## src/rtl/router_pkg.sv

```systemverilog
// Shared definitions for the router ingress arbiter.
// Header byte layout: {len[7:2], addr[1:0]}; addr 2'b11 names a port that
// does not exist, so such packets are consumed from the source and discarded.
package router_pkg;

    localparam int unsigned DATA_W   = 8;

    localparam int unsigned LEN_MSB  = 7;
    localparam int unsigned LEN_LSB  = 2;
    localparam int unsigned LEN_W    = LEN_MSB - LEN_LSB + 1;
    localparam int unsigned ADDR_MSB = 1;
    localparam int unsigned ADDR_LSB = 0;

    localparam logic [1:0] ADDR_ILLEGAL = 2'b11;

    typedef enum logic [2:0] {
        IDLE,
        HDR,
        PLD,
        PAR,
        GAP,
        DROP
    } state_e;

endpackage

```

## src/rtl/rr_arbiter.sv

```systemverilog
// Combinational round-robin pick.
// Ports:
//   req_i  - request vector, one bit per source
//   ptr_i  - index searched first; the search wraps past NUM_SRC-1 to 0
//   gnt_o  - one-hot grant (all zero when nothing requests)
//   idx_o  - index of the granted source
//   any_o  - at least one request present
module rr_arbiter #(
    parameter int unsigned NUM_SRC = 4
) (
    input  logic [NUM_SRC-1:0]         req_i,
    input  logic [$clog2(NUM_SRC)-1:0] ptr_i,
    output logic [NUM_SRC-1:0]         gnt_o,
    output logic [$clog2(NUM_SRC)-1:0] idx_o,
    output logic                       any_o
);

    localparam int unsigned IW = $clog2(NUM_SRC);

    logic [IW-1:0] cand;

    always_comb begin
        gnt_o = '0;
        idx_o = '0;
        any_o = 1'b0;
        cand  = '0;
        for (int unsigned i = 0; i < NUM_SRC; i++) begin
            cand = IW'((32'(ptr_i) + i) % NUM_SRC);
            if (!any_o && req_i[cand]) begin
                any_o       = 1'b1;
                gnt_o[cand] = 1'b1;
                idx_o       = cand;
            end
        end
    end

endmodule

```

## src/rtl/router_ingress_arbiter.sv

```systemverilog
// Round-robin ingress scheduler for the 1x3 router.
// Grants one source per packet, forwards header and payload bytes to the
// router, appends the XOR parity byte, and discards packets addressed to 2'b11.
// Ports:
//   clock, reset   - rising-edge clock, synchronous active-high reset
//   src_valid      - per-source byte available on src_data
//   src_data       - source s byte at [s*DATA_W +: DATA_W]
//   src_ready      - per-source: byte consumed at this edge
//   rtr_busy       - router stall; nothing advances while high
//   rtr_pkt_valid  - registered pkt_valid to router
//   rtr_data       - registered data_in to router
//   grant_id       - source owning the current packet
//   pkt_done       - pulse when the parity byte is issued
//   drop_err       - pulse when an illegal-address packet has been discarded
//   proto_err      - pulse when a filler byte replaces a missing payload byte
module router_ingress_arbiter #(
    parameter int unsigned NUM_SRC = 4,
    parameter int unsigned DATA_W  = router_pkg::DATA_W
) (
    input  logic                         clock,
    input  logic                         reset,
    input  logic [NUM_SRC-1:0]           src_valid,
    input  logic [NUM_SRC*DATA_W-1:0]    src_data,
    output logic [NUM_SRC-1:0]           src_ready,
    input  logic                         rtr_busy,
    output logic                         rtr_pkt_valid,
    output logic [DATA_W-1:0]            rtr_data,
    output logic [$clog2(NUM_SRC)-1:0]   grant_id,
    output logic                         pkt_done,
    output logic                         drop_err,
    output logic                         proto_err
);

    import router_pkg::*;

    localparam int unsigned IW = $clog2(NUM_SRC);

    state_e             state_q;
    logic [IW-1:0]      grant_q;
    logic [NUM_SRC-1:0] gnt_oh_q;
    logic [IW-1:0]      rr_ptr_q;
    logic [LEN_W-1:0]   len_cnt_q;
    logic [DATA_W-1:0]  par_q;
    logic [DATA_W-1:0]  data_q;
    logic               vld_q;
    logic               done_q;
    logic               drop_q;
    logic               proto_q;

    logic               adv;
    logic [NUM_SRC-1:0] arb_gnt;
    logic [IW-1:0]      arb_idx;
    logic               arb_any;
    logic               g_valid;
    logic [DATA_W-1:0]  g_byte;
    logic [DATA_W-1:0]  pld_byte;
    logic [LEN_W-1:0]   hdr_len;
    logic [1:0]         hdr_addr;
    logic [IW-1:0]      ptr_next;
    logic               accept_state;

    rr_arbiter #(
        .NUM_SRC (NUM_SRC)
    ) u_rr_arbiter (
        .req_i (src_valid),
        .ptr_i (rr_ptr_q),
        .gnt_o (arb_gnt),
        .idx_o (arb_idx),
        .any_o (arb_any)
    );

    // Byte/valid of the granted source, selected by the registered one-hot grant.
    always_comb begin
        g_byte  = '0;
        g_valid = 1'b0;
        for (int unsigned s = 0; s < NUM_SRC; s++) begin
            if (gnt_oh_q[s]) begin
                g_byte  = src_data[s*DATA_W +: DATA_W];
                g_valid = src_valid[s];
            end
        end
    end

    always_comb begin
        adv      = !rtr_busy;
        pld_byte = g_valid ? g_byte : '0;
        hdr_len  = g_byte[LEN_MSB:LEN_LSB];
        hdr_addr = g_byte[ADDR_MSB:ADDR_LSB];
        ptr_next = (grant_q == IW'(NUM_SRC - 1)) ? '0 : grant_q + 1'b1;
        // DROP also acknowledges bytes, otherwise the discarded payload could
        // never leave the source.
        accept_state = (state_q == HDR) || (state_q == PLD) ||
                       ((state_q == DROP) && (len_cnt_q != '0));
        src_ready    = (accept_state && adv) ? gnt_oh_q : '0;
    end

    always_ff @(posedge clock) begin
        if (reset) begin
            state_q   <= IDLE;
            grant_q   <= '0;
            gnt_oh_q  <= '0;
            rr_ptr_q  <= '0;
            len_cnt_q <= '0;
            par_q     <= '0;
            data_q    <= '0;
            vld_q     <= 1'b0;
            done_q    <= 1'b0;
            drop_q    <= 1'b0;
            proto_q   <= 1'b0;
        end else begin
            done_q  <= 1'b0;
            drop_q  <= 1'b0;
            proto_q <= 1'b0;
            case (state_q)
                IDLE: begin
                    if (arb_any) begin
                        grant_q  <= arb_idx;
                        gnt_oh_q <= arb_gnt;
                        state_q  <= HDR;
                    end
                end
                HDR: begin
                    if (adv && g_valid) begin
                        par_q     <= g_byte;
                        len_cnt_q <= hdr_len;
                        if (hdr_addr == ADDR_ILLEGAL) begin
                            state_q <= DROP;
                        end else begin
                            data_q  <= g_byte;
                            vld_q   <= 1'b1;
                            state_q <= (hdr_len == '0) ? PAR : PLD;
                        end
                    end
                end
                PLD: begin
                    // A missing source byte still occupies a payload slot as 0x00.
                    if (adv) begin
                        data_q    <= pld_byte;
                        vld_q     <= 1'b1;
                        par_q     <= par_q ^ pld_byte;
                        len_cnt_q <= len_cnt_q - 1'b1;
                        proto_q   <= !g_valid;
                        if (len_cnt_q == LEN_W'(1)) begin
                            state_q <= PAR;
                        end
                    end
                end
                PAR: begin
                    if (adv) begin
                        data_q   <= par_q;
                        vld_q    <= 1'b0;
                        done_q   <= 1'b1;
                        rr_ptr_q <= ptr_next;
                        state_q  <= GAP;
                    end
                end
                GAP: begin
                    if (adv) begin
                        data_q  <= '0;
                        state_q <= IDLE;
                    end
                end
                DROP: begin
                    if (len_cnt_q == '0) begin
                        drop_q   <= 1'b1;
                        rr_ptr_q <= ptr_next;
                        state_q  <= IDLE;
                    end else if (adv && g_valid) begin
                        len_cnt_q <= len_cnt_q - 1'b1;
                    end
                end
                default: begin
                    state_q <= IDLE;
                end
            endcase
        end
    end

    assign rtr_pkt_valid = vld_q;
    assign rtr_data      = data_q;
    assign grant_id      = grant_q;
    assign pkt_done      = done_q;
    assign drop_err      = drop_q;
    assign proto_err     = proto_q;

endmodule
```

## config.mk

```make
export PLATFORM = sky130hd
export DESIGN_NAME = router_ingress_arbiter
export DESIGN_NICKNAME = d
export VERILOG_FILES = /design/src/rtl/router_pkg.sv /design/src/rtl/rr_arbiter.sv /design/src/rtl/router_ingress_arbiter.sv
export SDC_FILE = /design/constraint.sdc
export NUM_CORES = 1
export LEC_CHECK = 0
export ABC_AREA = 1
export BUFFER_PORTS_ARGS = -buffer_cell sky130_fd_sc_hd__buf_4
export CAP_MARGIN = 5
export CORE_MARGIN = 2
export CORE_UTILIZATION = 40
export DETAILED_ROUTE_END_ITERATION = 8
export PLACE_DENSITY = 0.66
export REMOVE_ABC_BUFFERS = 1
export SYNTH_ARGS = -nofsm -noshare
export SYNTH_HDL_FRONTEND = slang
export SYNTH_SLANG_ARGS = --single-unit
export TNS_END_PERCENT = 20
```

## constraint.sdc

```tcl
create_clock -name clock -period 3.39 [get_ports clock]
set_input_delay 0.1695 -clock clock [delete_from_list [all_inputs] [get_ports clock]]
set_output_delay 0.1695 -clock clock [all_outputs]
set_load 0.005 [all_outputs]
```

==> impl_metrics.json <==
{
  "status": "finished, final reports clean",
  "cpMostUsedCell": "nand2_1",
  "grt_first_pass_wirelength_mm": 13.5,
  "end_kind": "register",
  "diodes": 0,
  "finalSetupViolCount": 0,
  "drc": 0,
  "synthCells": 476,
  "fin_crit_ns": 2.35,
  "tns_ns": 0,
  "max_freq_mhz": 426,
  "dp_slack_ns": 1.08,
  "drv_slew": 0,
  "root_buffer": "clkbuf_8",
  "worst_slack_ns": 1.04,
  "grt_use_total_pct": 21.7,
  "stdcell_count": 623,
  "start_kind": "register",
  "numCtsBuffers": 5,
  "htree_levels": 2,
  "grt_max_degree": 25,
  "port_buffers": 56,
  "routedWlPerCell_um": 12.9,
  "p_leak_nw": 1.68,
  "wirelength_mm": 8.04,
  "antenna_found_initial": 0,
  "first_iter_violations": 123,
  "irDropWorstVdd_uv": 402,
  "cts_sinks": 37,
  "cts.repair.resized": 0,
  "viasPerCell": 5.14,
  "critPathRequiredTime_ns": 3.58,
  "cts.clk_slew.worst_paths_ns": 0.08,
  "maxCapViolCount": 0,
  "vias": 3204,
  "hpwlAfterDp_mm": 6.16,
  "postCtsSetupRepairBufs": 0,
  "ant_nets": 0,
  "firstDrtPassIters": 5,
  "max_stage_delay_ns": 0.55,
  "grt-busiest-layer": "met2",
  "areaGrowthSynthToFinish_pct": 21.1,
  "gp_congestion": 0.875,
  "synthTopCellsByArea": "dfxtp_1, nand2_1, a21oi_1",
  "maxSlewHeadroom_pct": 55.7,
  "worst_path_max_delay_cell": "dfxtp_1",
  "overflow": 0,
  "yosys.area.top_type": "dfxtp_1",
  "path_max_fanout": 10,
  "finalNetCount": 577,
  "synth_top_area_share_pct": 26.3,
  "setup.worst_path.class": "register to register",
  "syn_area_mm2": 0.00282,
  "io_pins": 57,
  "hold_viol": 0,
  "syn_area_per_cell_um2": 5.91,
  "dp.cells": 615,
  "grt.met1_usage_pct": 28.0,
  "crit_buf_inv": 4,
  "worst_pin_slew_ns": 0.660,
  "cp_cell_sequence": "inv_2 -> ha_1 -> inv_1 -> nand3_1 -> nand2_1 -> nor2_1 -> nand2_1 -> nor2_1 -> inv_2 -> o211ai_1 -> nand3_1 -> nand2_1 -> inv_1",
  "cp_top_family": "simple AND/OR/NAND/NOR gates",
  "yosys_register_bits": 37,
  "clk-insertion-delay-late_ns": 0.29,
  "rsz0062_at_grt": "false",
  "cts_tree": "yes",
  "gr-usage-met3_pct": 3.20,
  "clock_skew_ns": 0.00648,
  "grt_pass1_vias": 2942,
  "fin_crit_sh_pct": 69.3,
  "p_per_area_mw_per_mm2": 969,
  "worstPathArrival_ns": 2.54,
  "synthDistinctLibCells": 32,
  "hp-class": "primary input to register",
  "core_mm2": 0.00679,
  "yosysSeqAreaShare_pct": 26.3,
  "die_x_um": 87.9,
  "clockBufferDepth": 2,
  "start_util_pct": 41.4,
  "die_h_um": 87.9,
  "synth_warnings": 0,
  "drive_gt1_share_pct": 17.6,
  "cts_hold_buf": 0,
  "dieArea_mm2": 0.00772,
  "grt_use_met2_pct": 38.8,
  "core.rowCount": 30
}
==> where the power goes <==
group          switching [mW]  leakage, nW  total [mW]  internal [mW]
registers               0.175        0.303       0.772          0.597
logic                    1.40         1.32        2.12          0.725
clock network           0.166       0.0585       0.407          0.240
total                    1.74         1.68        3.30           1.56
==> through the flow <==
| stage | utilization (%) | power, mW | cell area, µm² | hold WS (ns) |
|---|---|---|---|---|
| floorplan | - | 2.30 | 2750 | 0.239 |
| global placement | 48.5 | 2.87 | 3290 | 0.388 |
| detailed placement | 48.5 | 2.88 | 3290 | 0.389 |
| CTS | 50.2 | 3.30 | 3410 | 0.0851 |
| global route | 50.2 | 3.69 | 3410 | 0.0855 |
| finish | 50.2 | 3.30 | 3410 | 0.0874 |
==> worst register-to-register path, delay by kind of cell (launching register included) <==
| kind | cells | cell delay, ns |
|---|---|---|
| adders and majority gates | 1 | 0.38 |
| buffers and inverters | 4 | 0.33 |
| DFF | 1 | 0.55 |
| and+or+nand+nor | 7 | 0.92 |
| AOI/OAI and AO/OA | 1 | 0.08 |
==> metal layers <==
metal  vias up  share of wire (%)
li1       1659                  -
met1      1450                 45
met2        86                 49
met3         9                4.1
met4         0                1.1
met5         -                  0
==> cell usage after synthesis <==
master	instances
or2_0	1
buf_6	1
nor3_2	1
nor4_1	2
nor2_1	46
a21oi_1	53
o31ai_1	1
o21ai_2	2
ha_1	12
buf_2	5
inv_1	36
nand4_1	9
and2_4	1
o211ai_1	4
nor2_2	3
nand2_1	148
nor3b_2	1
or2_2	2
nand3_1	35
a22oi_1	3
nand2_2	2
xor2_1	1
o21ai_1	14
inv_2	16
a31oi_1	8
nand3b_1	1
clkbuf_1	7
nor3_1	4
o21ai_0	18
nor3_4	1
dfxtp_1	37
buf_4	1
==> sequential cells by signal, indices dropped and copies added, names as in the netlist <==
register	cells
rr_ptr_q	2
len_cnt_q	6
state_q	3
gnt_oh_q	4
pkt_done	1
par_q	8
rtr_pkt_valid	1
grant_id	2
proto_err	1
rtr_data	8
drop_err	1
==> kinds of logic after synthesis <==
| logic type | count (synthesis) | synth area share, % |
|---|---|---|
| simple gates | 257 | 39.0 |
| compound gates | 103 | 19.6 |
| buf+inv | 66 | 9.42 |
| flops | 37 | 26.3 |
| fa+ha+maj | 12 | 5.33 |
| xor+xnor | 1 | 0.311 |
==> cells in the final DEF (no fill, tap or decap), drive strengths merged <==
master | synthesis | layout
nor3 | 6 | 6
o21ai | 34 | 34
nand3b | 1 | 1
inv | 52 | 52
ha | 12 | 12
dfxtp | 37 | 37
bufinv | 0 | 1
or2 | 3 | 3
a31oi | 8 | 8
nor2 | 49 | 49
clkbuf | 7 | 7
nand2 | 150 | 150
and2 | 1 | 1
nor3b | 1 | 1
nor4 | 2 | 2
a22oi | 3 | 3
buf | 7 | 57
o211ai | 4 | 4
o31ai | 1 | 1
nand4 | 9 | 9
a21oi | 53 | 53
nand3 | 35 | 35
xor2 | 1 | 1
==> layout make-up <==
| type | instances | area, µm² |
|---|---|---|
| Inverter | 52 | 195 |
| Timing Repair Buffer | 57 | 428 |
| Clock inverter | 1 | 30.0 |
| Tap cell | 96 | 120 |
| Clock buffer | 7 | 86.3 |
| Multi-Input combinational cell | 373 | 1810 |
| Fill cell | 705 | 3380 |
| Sequential cell | 37 | 741 |
==> path summary, 6_finish.rpt <==
check	start	to	slack (ns)	cells after the start
setup reg to reg	rr_ptr_q[0]$_SDFFE_PP0P_	grant_id[0]$_SDFFE_PP0P_	1.04	13
hold / removal	rtr_busy	pkt_done$_SDFF_PP0_	0.09	2
hold reg to reg	rtr_pkt_valid$_SDFFE_PP0P_	rtr_pkt_valid$_SDFFE_PP0P_	0.47	2
setup / recovery	rr_ptr_q[0]$_SDFFE_PP0P_	grant_id[0]$_SDFFE_PP0P_	1.04	13
No activity file was read; power rests on OpenSTA's default activity.
